**src/rtl/snitch_tlb_refill_arbiter_pkg.sv**
```systemverilog
// Shared types for the L0 TLB refill arbiter.
// Perf counters are built only with SNITCH_TLB_ARB_PERF_EN.
package snitch_tlb_refill_arbiter_pkg;

    typedef struct packed {
        logic [9:0]  vpn1;
        logic [9:0]  vpn0;
        logic [11:0] offs;
    } tlb_va_t;

    typedef struct packed {
        logic [21:0] ppn;
        logic [9:0]  flags;
    } tlb_pte_t;

    typedef enum logic [1:0] {
        ArbIdle,
        ArbReq,
        ArbWait
    } tlb_arb_state_e;

    function automatic int unsigned rr_next(int unsigned idx, int unsigned n);
        return (idx + 1 >= n) ? 0 : idx + 1;
    endfunction

endpackage

```
**src/rtl/snitch_tlb_refill_arbiter_if.sv**
```systemverilog
// L0 refill side plus split PTW req/rsp bundle of the refill arbiter.
// Perf counters are built only with SNITCH_TLB_ARB_PERF_EN.
interface snitch_tlb_refill_arbiter_if
    import snitch_tlb_refill_arbiter_pkg::*;
#(
    parameter int unsigned NrPorts  = 2,
    parameter type         va_t     = tlb_va_t,
    parameter type         l0_pte_t = tlb_pte_t
);

    logic [NrPorts-1:0] l0_valid_i;
    logic [NrPorts-1:0] l0_ready_o;
    va_t  [NrPorts-1:0] l0_va_i;
    l0_pte_t            l0_pte_o;
    logic               l0_is_4mega_o;

    logic               ptw_req_valid_o;
    logic               ptw_req_ready_i;
    va_t                ptw_req_va_o;
    logic               ptw_rsp_valid_i;
    l0_pte_t            ptw_rsp_pte_i;
    logic               ptw_rsp_is_4mega_i;

    modport slave (
        input  l0_valid_i,
        input  l0_va_i,
        input  ptw_req_ready_i,
        input  ptw_rsp_valid_i,
        input  ptw_rsp_pte_i,
        input  ptw_rsp_is_4mega_i,
        output l0_ready_o,
        output l0_pte_o,
        output l0_is_4mega_o,
        output ptw_req_valid_o,
        output ptw_req_va_o
    );

    modport master (
        output l0_valid_i,
        output l0_va_i,
        output ptw_req_ready_i,
        output ptw_rsp_valid_i,
        output ptw_rsp_pte_i,
        output ptw_rsp_is_4mega_i,
        input  l0_ready_o,
        input  l0_pte_o,
        input  l0_is_4mega_o,
        input  ptw_req_valid_o,
        input  ptw_req_va_o
    );

endinterface

```
**src/rtl/snitch_tlb_refill_arbiter_rr.sv**
```systemverilog
// Round-robin pick: first valid requester at or after ptr_i, wrapping.
// Perf counters are built only with SNITCH_TLB_ARB_PERF_EN.
module snitch_tlb_refill_arbiter_rr #(
    parameter  int unsigned NrPorts = 2,
    localparam int unsigned IdxW    = (NrPorts > 1) ? $clog2(NrPorts) : 1
) (
    input  logic [NrPorts-1:0] valid_i,
    input  logic [IdxW-1:0]    ptr_i,
    output logic               any_o,
    output logic [IdxW-1:0]    idx_o
);

    always_comb begin
        int unsigned j;
        j     = 0;
        any_o = 1'b0;
        idx_o = '0;
        for (int unsigned i = 0; i < NrPorts; i++) begin
            j = (32'(ptr_i) + i) % NrPorts;
            if (!any_o && valid_i[IdxW'(j)]) begin
                any_o = 1'b1;
                idx_o = IdxW'(j);
            end
        end
    end

endmodule

```
**src/rtl/snitch_tlb_refill_arbiter.sv**
```systemverilog
// Shares one PTW refill port between NrPorts L0 TLBs, one walk at a time.
// Define SNITCH_TLB_ARB_PERF_EN to add per-port refill/wait counters.
module snitch_tlb_refill_arbiter
    import snitch_tlb_refill_arbiter_pkg::*;
#(
    parameter int unsigned NrPorts  = 2,
    parameter type         va_t     = tlb_va_t,
    parameter type         l0_pte_t = tlb_pte_t
) (
    input  logic                     clk_i,
    input  logic                     rst_i,
    input  logic                     flush_i,
`ifdef SNITCH_TLB_ARB_PERF_EN
    output logic [NrPorts-1:0][31:0] perf_refill_o,
    output logic [NrPorts-1:0][31:0] perf_wait_o,
`endif
    snitch_tlb_refill_arbiter_if.slave bus
);

    localparam int unsigned IdxW = (NrPorts > 1) ? $clog2(NrPorts) : 1;

    tlb_arb_state_e  state;
    logic [IdxW-1:0] rr_ptr;
    logic [IdxW-1:0] gnt_idx;
    logic [IdxW-1:0] pick_idx;
    logic            pick_any;
    va_t             va_q;
    logic            drop_q;
    logic            rsp_in_wait;
    logic            deliver;
    l0_pte_t         pte_d;

    snitch_tlb_refill_arbiter_rr #(
        .NrPorts (NrPorts)
    ) i_rr (
        .valid_i (bus.l0_valid_i),
        .ptr_i   (rr_ptr),
        .any_o   (pick_any),
        .idx_o   (pick_idx)
    );

    assign rsp_in_wait = (state == ArbWait) && bus.ptw_rsp_valid_i;

    // A flush in the response cycle still drops it.
    assign deliver = rsp_in_wait && bus.l0_valid_i[gnt_idx]
                     && !drop_q && !flush_i;

    always_comb begin
        bus.l0_ready_o = '0;
        if (deliver) begin
            bus.l0_ready_o[gnt_idx] = 1'b1;
        end
    end

    assign pte_d             = rsp_in_wait ? bus.ptw_rsp_pte_i : l0_pte_t'('0);
    assign bus.l0_pte_o      = pte_d;
    assign bus.l0_is_4mega_o = rsp_in_wait & bus.ptw_rsp_is_4mega_i;
    assign bus.ptw_req_valid_o = (state == ArbReq);
    assign bus.ptw_req_va_o    = (state == ArbReq) ? va_q : va_t'('0);

    always_ff @(posedge clk_i or posedge rst_i) begin
        if (rst_i) begin
            state   <= ArbIdle;
            rr_ptr  <= '0;
            gnt_idx <= '0;
            va_q    <= va_t'('0);
            drop_q  <= 1'b0;
        end else begin
            unique case (state)
                ArbIdle: begin
                    if (pick_any) begin
                        state   <= ArbReq;
                        gnt_idx <= pick_idx;
                        va_q    <= bus.l0_va_i[pick_idx];
                        rr_ptr  <= IdxW'(rr_next(32'(pick_idx), NrPorts));
                    end
                end
                ArbReq: begin
                    if (flush_i) begin
                        drop_q <= 1'b1;
                    end
                    if (bus.ptw_req_ready_i) begin
                        state <= ArbWait;
                    end
                end
                ArbWait: begin
                    if (bus.ptw_rsp_valid_i) begin
                        state  <= ArbIdle;
                        drop_q <= 1'b0;
                    end else if (flush_i) begin
                        drop_q <= 1'b1;
                    end
                end
                default: state <= ArbIdle;
            endcase
        end
    end

`ifdef SNITCH_TLB_ARB_PERF_EN
    always_ff @(posedge clk_i or posedge rst_i) begin
        if (rst_i) begin
            perf_refill_o <= '0;
            perf_wait_o   <= '0;
        end else begin
            for (int i = 0; i < NrPorts; i++) begin
                if (bus.l0_ready_o[i] && (perf_refill_o[i] != '1)) begin
                    perf_refill_o[i] <= perf_refill_o[i] + 32'd1;
                end
                if (bus.l0_valid_i[i] && !bus.l0_ready_o[i]
                    && (perf_wait_o[i] != '1)) begin
                    perf_wait_o[i] <= perf_wait_o[i] + 32'd1;
                end
            end
        end
    end
`endif

    a_rsp_in_wait: assert property (@(posedge clk_i) disable iff (rst_i)
        bus.ptw_rsp_valid_i |-> (state == ArbWait));

    a_ready_onehot: assert property (@(posedge clk_i) disable iff (rst_i)
        $onehot0(bus.l0_ready_o));

endmodule

```
**src/flat_wrapper.sv**
```systemverilog
// flat-port wrapper written by rule: the top's interface ports become plain ports
module snitch_tlb_refill_arbiter_flat import snitch_tlb_refill_arbiter_pkg::*;
#(
    parameter int unsigned NrPorts  = 2,
    parameter type         va_t     = tlb_va_t,
    parameter type         l0_pte_t = tlb_pte_t
)
  (clk_i, rst_i, flush_i, bus_l0_valid_i, bus_l0_va_i, bus_ptw_req_ready_i, bus_ptw_rsp_valid_i, bus_ptw_rsp_pte_i, bus_ptw_rsp_is_4mega_i, bus_l0_ready_o, bus_l0_pte_o, bus_l0_is_4mega_o, bus_ptw_req_valid_o, bus_ptw_req_va_o);
  snitch_tlb_refill_arbiter_if #(.NrPorts(NrPorts), .va_t(va_t), .l0_pte_t(l0_pte_t)) bus_i ();
  input  logic clk_i;
  input  logic rst_i;
  input  logic flush_i;
  input wire logic [$bits(bus_i.l0_valid_i)-1:0] bus_l0_valid_i;
  input wire logic [$bits(bus_i.l0_va_i)-1:0] bus_l0_va_i;
  input wire logic [$bits(bus_i.ptw_req_ready_i)-1:0] bus_ptw_req_ready_i;
  input wire logic [$bits(bus_i.ptw_rsp_valid_i)-1:0] bus_ptw_rsp_valid_i;
  input wire logic [$bits(bus_i.ptw_rsp_pte_i)-1:0] bus_ptw_rsp_pte_i;
  input wire logic [$bits(bus_i.ptw_rsp_is_4mega_i)-1:0] bus_ptw_rsp_is_4mega_i;
  output wire logic [$bits(bus_i.l0_ready_o)-1:0] bus_l0_ready_o;
  output wire logic [$bits(bus_i.l0_pte_o)-1:0] bus_l0_pte_o;
  output wire logic [$bits(bus_i.l0_is_4mega_o)-1:0] bus_l0_is_4mega_o;
  output wire logic [$bits(bus_i.ptw_req_valid_o)-1:0] bus_ptw_req_valid_o;
  output wire logic [$bits(bus_i.ptw_req_va_o)-1:0] bus_ptw_req_va_o;
  assign bus_i.l0_valid_i = bus_l0_valid_i;
  assign bus_i.l0_va_i = bus_l0_va_i;
  assign bus_i.ptw_req_ready_i = bus_ptw_req_ready_i;
  assign bus_i.ptw_rsp_valid_i = bus_ptw_rsp_valid_i;
  assign bus_i.ptw_rsp_pte_i = bus_ptw_rsp_pte_i;
  assign bus_i.ptw_rsp_is_4mega_i = bus_ptw_rsp_is_4mega_i;
  assign bus_l0_ready_o = bus_i.l0_ready_o;
  assign bus_l0_pte_o = bus_i.l0_pte_o;
  assign bus_l0_is_4mega_o = bus_i.l0_is_4mega_o;
  assign bus_ptw_req_valid_o = bus_i.ptw_req_valid_o;
  assign bus_ptw_req_va_o = bus_i.ptw_req_va_o;
  snitch_tlb_refill_arbiter #(.NrPorts(NrPorts), .va_t(va_t), .l0_pte_t(l0_pte_t)) u_core (.clk_i(clk_i), .rst_i(rst_i), .flush_i(flush_i), .bus(bus_i));
endmodule
```
**config.mk**
```make
export PLATFORM = sky130hd
export DESIGN_NAME = snitch_tlb_refill_arbiter_flat
export DESIGN_NICKNAME = d
export VERILOG_FILES = /design/src/rtl/snitch_tlb_refill_arbiter_pkg.sv /design/src/rtl/snitch_tlb_refill_arbiter_if.sv /design/src/rtl/snitch_tlb_refill_arbiter_rr.sv /design/src/rtl/snitch_tlb_refill_arbiter.sv /design/src/flat_wrapper.sv
export SDC_FILE = /design/constraint.sdc
export NUM_CORES = 1
export LEC_CHECK = 0
export ABC_CLOCK_PERIOD_IN_PS = 2100
export BUFFER_PORTS_ARGS = -buffer_cell sky130_fd_sc_hd__buf_2
export CELL_PAD_IN_SITES_DETAIL_PLACEMENT = 0
export CELL_PAD_IN_SITES_GLOBAL_PLACEMENT = 1
export CORE_ASPECT_RATIO = 1.75
export CORE_MARGIN = 5
export CORE_UTILIZATION = 27
export CTS_CLUSTER_SIZE = 28
export DETAILED_ROUTE_END_ITERATION = 6
export PLACE_DENSITY = 0.87
export SLEW_MARGIN = 20
export SYNTH_ARGS = -nofsm -noshare
export SYNTH_HDL_FRONTEND = slang
export SYNTH_SLANG_ARGS = --single-unit
```
**constraint.sdc**
```tcl
create_clock -name clk_i -period 2.1 [get_ports clk_i]
set_input_delay 0.315 -clock clk_i [delete_from_list [all_inputs] [get_ports clk_i]]
set_output_delay 0.315 -clock clk_i [all_outputs]
set_load 0.01 [all_outputs]
```
==> results.yml, run 1 <==
run_status:
  status: "complete, no violations"
worst_setup_path:
  cp-start-kind: "flop"
  reg2reg_depth: 6
  r2r_end: "u_core.va_q[2]"
  arrival_ns: 1.66
  worstPathMaxFanout: 16
  crit_type: "flop to primary output"
  crit-reg2reg-launch: "u_core.state[0]"
  worstPathRequired_ns: 1.78
  cp-startpoint: "u_core.state[0]"
  cp-end-kind: "primary output"
  reg2reg_slack_ns: 0.42
yosys:
  synth_top_family_by_area: "simple AND/OR/NAND/NOR gates"
  synthCells: 213
  synth-seq-area-share: 0.433
  synth_simple_gate_area_share: 0.304
  ys_seq_elements: 37
  synth.avg_cell_area_um2: 10.0
  synth_cell_types: 21
  synth_compound_area_frac: 0.177
  synth_fp_nets: 322
  synth-xor-area-share: 0
  synth_area_um2: 2140
  synth_fa_ha_area_frac: 0.0293
  synthMuxAreaShare: 0.0105
  ys_warn_count: 0
floorplanning:
  fp.coreArea_um2: 7860
  dieHeight_um: 128
  die_area_um2: 9860
  die_x_um: 77.3
  initial_core_util: 0.272
  row_count: 43
  io_pins: 172
sta:
  min_period_over_period: 0.940
  tightest_slew_ns: 0.731
  slew_violations: 0
  finalSetupTns_ns: 0
  post-route-min-period_ns: 1.97
  rsz0062_at_grt: "false"
  fmax_ghz: 0.507
  skew_ns: 0.00379
  finalHoldViolCount: 0
  slew_headroom: 0.511
  setup_viol: 0
routing:
  routedWlPerCell_um: 14.7
  drt-total-wl_mm: 6.95
  drt-pass1-iter-count: 4
  drt-vias-per-instance: 4.81
  vias: 2272
  drt_iter0_markers: 56
  remaining_drc_errors: 0
  ant_nets: 0
power:
  cellLeakagePower_uw: 0.00193
  ir_drop_mv: 0.512
  power_density_nw_per_um2: 1200
global_route:
  grt_max_degree: 35
  grt_overflow: 0
  grt_pass1_wl_mm: 11.4
  antenna_found_initial: 0
  grt_pass1_vias: 2425
  grt_usage: 0.139
clocking:
  ctsHtreeMaxLevel: 2
  clockBufferDepth: 2
  cts_buffers: 5
  clk_pin_slew_ns: 0.05
  clk_latency_ns: 0.28
  cts_hold_buffers: 0
  cts_tree: "done"
  cts_root_buffer: "clkbuf_16"
  cts_sinks: 37
  cts_setup_buffers: 0
  cts.repair.resized: 0
placed_design:
  routabilityCongestion: 0.759
  io_buffers: 171
  post-dp-hpwl_mm: 5.46
  placed_cells: 465
min_path:
  min_path_type: "input port to asynchronous set/reset pin"
final_layout:
  layoutNonFillerInstCount: 472
  drive_gt1_frac: 0.510
  num-nets-final: 491
  area_growth_syn_to_layout_pct: 53.0
  antenna_cells: 0
flow_run:
  drv_cap: 0
registers in the layout (all words and copies together) (netlist names):
signal,count
u_core.va_q,32
u_core.state,2
u_core.drop_q,1
u_core.gnt_idx,1
u_core.rr_ptr,1
Yosys cell counts (all sizes together):
master   n  area share
and3    33       0.099
ha       5       0.029
inv      6       0.011
buf      6       0.014
a31oi    1      0.0029
a222oi   1      0.0047
a221o   32        0.15
a21o     2      0.0070
nor4     2      0.0059
clkbuf  12       0.021
and2    64        0.19
nand2    4      0.0070
mux2     2       0.011
nand2b   1      0.0029
nor2     1      0.0018
o21ai    1      0.0023
a21oi    3       0.011
dfrtp   37        0.43
layout by cell type, fill, tap and decap left out, drive strengths merged, types with 2 or more instances in the layout:
cell type	instances
and2	64
inv	6
a221o	32
a21oi	3
buf	180
ha	5
clkbuf	6
dfrtp	37
nand2	4
mux2	2
a21o	2
and3	33
nor4	2
layout make-up:
class                   instances  area (um2)
repair buffers                180         923
flip-flops and latches         37         926
inverters                       6        22.5
multi-input cells             152        1140
clock buffers                   6         139
well taps                      90         113
clock inverters                 1        7.51
fillers                       766        4580
through the flow:
| stage | hold WS (ns) | area [um2] | util | setup WS [ns] | total power (uW) |
|---|---|---|---|---|---|
| final | 0.0802 | 3270 | 0.416 | 0.126 | 3920 |
| after global routing | 0.132 | 3270 | 0.416 | 0.0226 | 4250 |
| after CTS | 0.0890 | 3270 | 0.416 | 0.112 | 4000 |
| after detailed placement | 0.389 | 3120 | 0.398 | 0.414 | 3220 |
| after global placement | 0.384 | 3120 | 0.397 | 0.279 | 3150 |
| after floorplan | 0.460 | 2140 | - | 0.522 | 2480 |
worst max-delay path by stage:
| stage | to |
|---|---|
| 6_report | bus_l0_ready_o[1] |
| 5_1_grt | bus_l0_ready_o[0] |
| 4_1_cts | bus_l0_ready_o[1] |
| 3_5_place_dp | bus_l0_ready_o[1] |
| 3_3_place_gp | u_core.va_q[26] |
| 2_1_floorplan | u_core.state[0] |
cell families after synthesis:
logic type | after synthesis
AO/OA/AOI/OAI | 40
adder cells (fa/ha/maj) | 5
buffers and inverters | 24
flip-flops | 37
multiplexers | 2
AND/OR/NAND/NOR | 105
critical path, cell delays in order (launching register included):
cell     delay (ns)
dfrtp_1        0.40
inv_1          0.11
ha_1           0.20
buf_4          0.18
nand2_1        0.08
nor4_1         0.23
buf_2          0.18
routing by layer:
| metal | GRT usage | share of wire | vias up |
|---|---|---|---|
| met3 | 0.0436 | 0.10 | 6 |
| met4 | 0.0395 | 0.012 | 0 |
| met1 | 0.149 | 0.35 | 1051 |
| met5 | 0 | 0 | - |
| li1 | - | - | 1104 |
| met2 | 0.259 | 0.54 | 111 |
where the power goes:
part / internal [uW] / leakage [uW] / switching, uW
Clock: 465 / 0.0000690 / 275
Sequential: 1060 / 0.000455 / 162
Combinational: 979 / 0.00141 / 982
Note: power is estimated with default switching activity, not from simulation.
==> run 2, diff against run 1 <==
--- a/config.mk
+++ b/config.mk
@@ -15,6 +15,7 @@
 export CTS_CLUSTER_SIZE = 28
 export DETAILED_ROUTE_END_ITERATION = 6
 export PLACE_DENSITY = 0.87
+export RECOVER_POWER = 100
 export SLEW_MARGIN = 20
 export SYNTH_ARGS = -nofsm -noshare
 export SYNTH_HDL_FRONTEND = slang
==> results.yml, run 2 (synthesis gave the netlist of run 1 again) <==
global_route:
  grt_max_degree: 35
  antenna_found_initial: 0
  grt_usage: 0.139
  grt_pass1_vias: 2425
  grt_pass1_wl_mm: 11.4
  grt_overflow: 0
routing:
  drt-vias-per-instance: 4.85
  remaining_drc_errors: 0
  drt_iter0_markers: 53
  ant_nets: 0
  drt-total-wl_mm: 7.01
  drt-pass1-iter-count: 4
  routedWlPerCell_um: 14.8
  vias: 2288
floorplanning:
  io_pins: 172
  row_count: 43
  fp.coreArea_um2: 7860
  die_x_um: 77.3
  dieHeight_um: 128
  initial_core_util: 0.272
  die_area_um2: 9860
clocking:
  cts_buffers: 5
  cts_hold_buffers: 0
  cts_setup_buffers: 0
  cts_tree: "done"
  cts.repair.resized: 0
  cts_root_buffer: "clkbuf_16"
  clockBufferDepth: 2
  clk_latency_ns: 0.28
  clk_pin_slew_ns: 0.06
  cts_sinks: 37
  ctsHtreeMaxLevel: 2
sta:
  skew_ns: 0.00384
  rsz0062_at_grt: "false"
  setup_viol: 0
  post-route-min-period_ns: 1.99
  min_period_over_period: 0.946
  finalSetupTns_ns: 0
  slew_violations: 0
  slew_headroom: 0.290
  finalHoldViolCount: 0
  tightest_slew_ns: 1.06
  fmax_ghz: 0.504
worst_setup_path:
  worstSetupEndpoint: "bus_ptw_req_va_o[17]"
  arrival_ns: 1.67
  cp-startpoint: "u_core.state[1]"
  crit-reg2reg-launch: "u_core.state[0]"
  worstPathRequired_ns: 1.78
  reg2reg_slack_ns: 0.42
  worstPathMaxFanout: 18
  reg2reg_depth: 6
  crit_type: "flop to primary output"
  r2r_end: "u_core.va_q[2]"
  cp-start-kind: "flop"
  cp-end-kind: "primary output"
final_layout:
  largest-register: "u_core.va_q"
  antenna_cells: 0
  final_common_cell: "buf_2"
  largest_reg_flops: 32
  fillers: 787
  drive_gt1_frac: 0.401
  num-nets-final: 491
  reg_top3: "u_core.va_q x32, u_core.state x2"
  area_growth_syn_to_layout_pct: 50.0
  design_area_um2: 3210
  most-common-layout-cells: "126 x buf_2, 57 x and2_1, 42 x clkbuf_1, 37 x dfrtp_1, 32 x a221o_1"
min_path:
  hold_path_depth: 2
  min_path_type: "input port to flop"
placed_design:
  dpl_cell_area_um2: 3120
  routabilityCongestion: 0.759
  io_buffers: 171
  post-dp-hpwl_mm: 5.46
power:
  power_density_nw_per_um2: 1210
  cellLeakagePower_uw: 0.00174
  ir_drop_mv: 0.511
flow_run:
  drv_cap: 0
run_status:
  status: "complete, no violations"
run 2: changes by cell type in the layout (fill, tap and decap cells not counted):
cell / previous run / this run
clkbuf_1: 0 / 42
clkbuf_2: 0 / 8
and2_1: 64 / 57
buf_2: 171 / 126
and2_0: 0 / 7
buf_4: 9 / 4
run 2: where the power goes:
part,leakage [uW],internal [uW],total (uW),switching [uW]
logic,0.00122,922,1910,992
clock network,0.0000690,465,740,275
registers,0.000455,1060,1220,163
total,0.00174,2450,3870,1430
run 2: per-stage QoR:
stage	hold slack, ns	setup slack (ns)	power, uW	instances	util
detailed placement	0.389	0.414	3220	465	0.398
global route	0.258	0.0116	4200	472	0.408
CTS	0.0890	0.112	4000	472	0.416
floorplan	0.460	0.522	2480	213	-
global placement	0.384	0.279	3150	465	0.397
finish	0.264	0.114	3870	472	0.408
run 2: worst min path at each step:
stage                          from         endpoint  slack (ns)
floorplan           bus_l0_va_i[32]   u_core.va_q[0]        0.46
global placement              rst_i    u_core.drop_q        0.38
detailed placement            rst_i    u_core.drop_q        0.39
CTS                           rst_i   u_core.va_q[6]        0.09
global route        bus_l0_va_i[40]   u_core.va_q[8]        0.26
finish              bus_l0_va_i[12]  u_core.va_q[12]        0.26
run 2: worst max-delay path, cell delays in order, from the launching register on:
cell and delay [ns]:
dfrtp_1 0.39, inv_1 0.12, ha_1 0.23, clkbuf_2 0.32, and2_1 0.19, buf_2 0.13
run 2: final cells by class:
class	instances	area, um2	area share
flip-flops and latches	37	926	0.289
well taps	90	113	0.0351
clock buffers	6	139	0.0433
clock inverters	1	7.51	0.00234
repair buffers	180	858	0.268
inverters	6	22.5	0.00703
multi-input cells	152	1140	0.356
run 2: metal layers:
layer  wire length, um  track usage  vias up
met4                85       0.0395        0
met2              3710        0.259      120
met5                 0            0        -
met1              2460        0.149     1058
met3               744       0.0436        6
li1                  -            -     1104
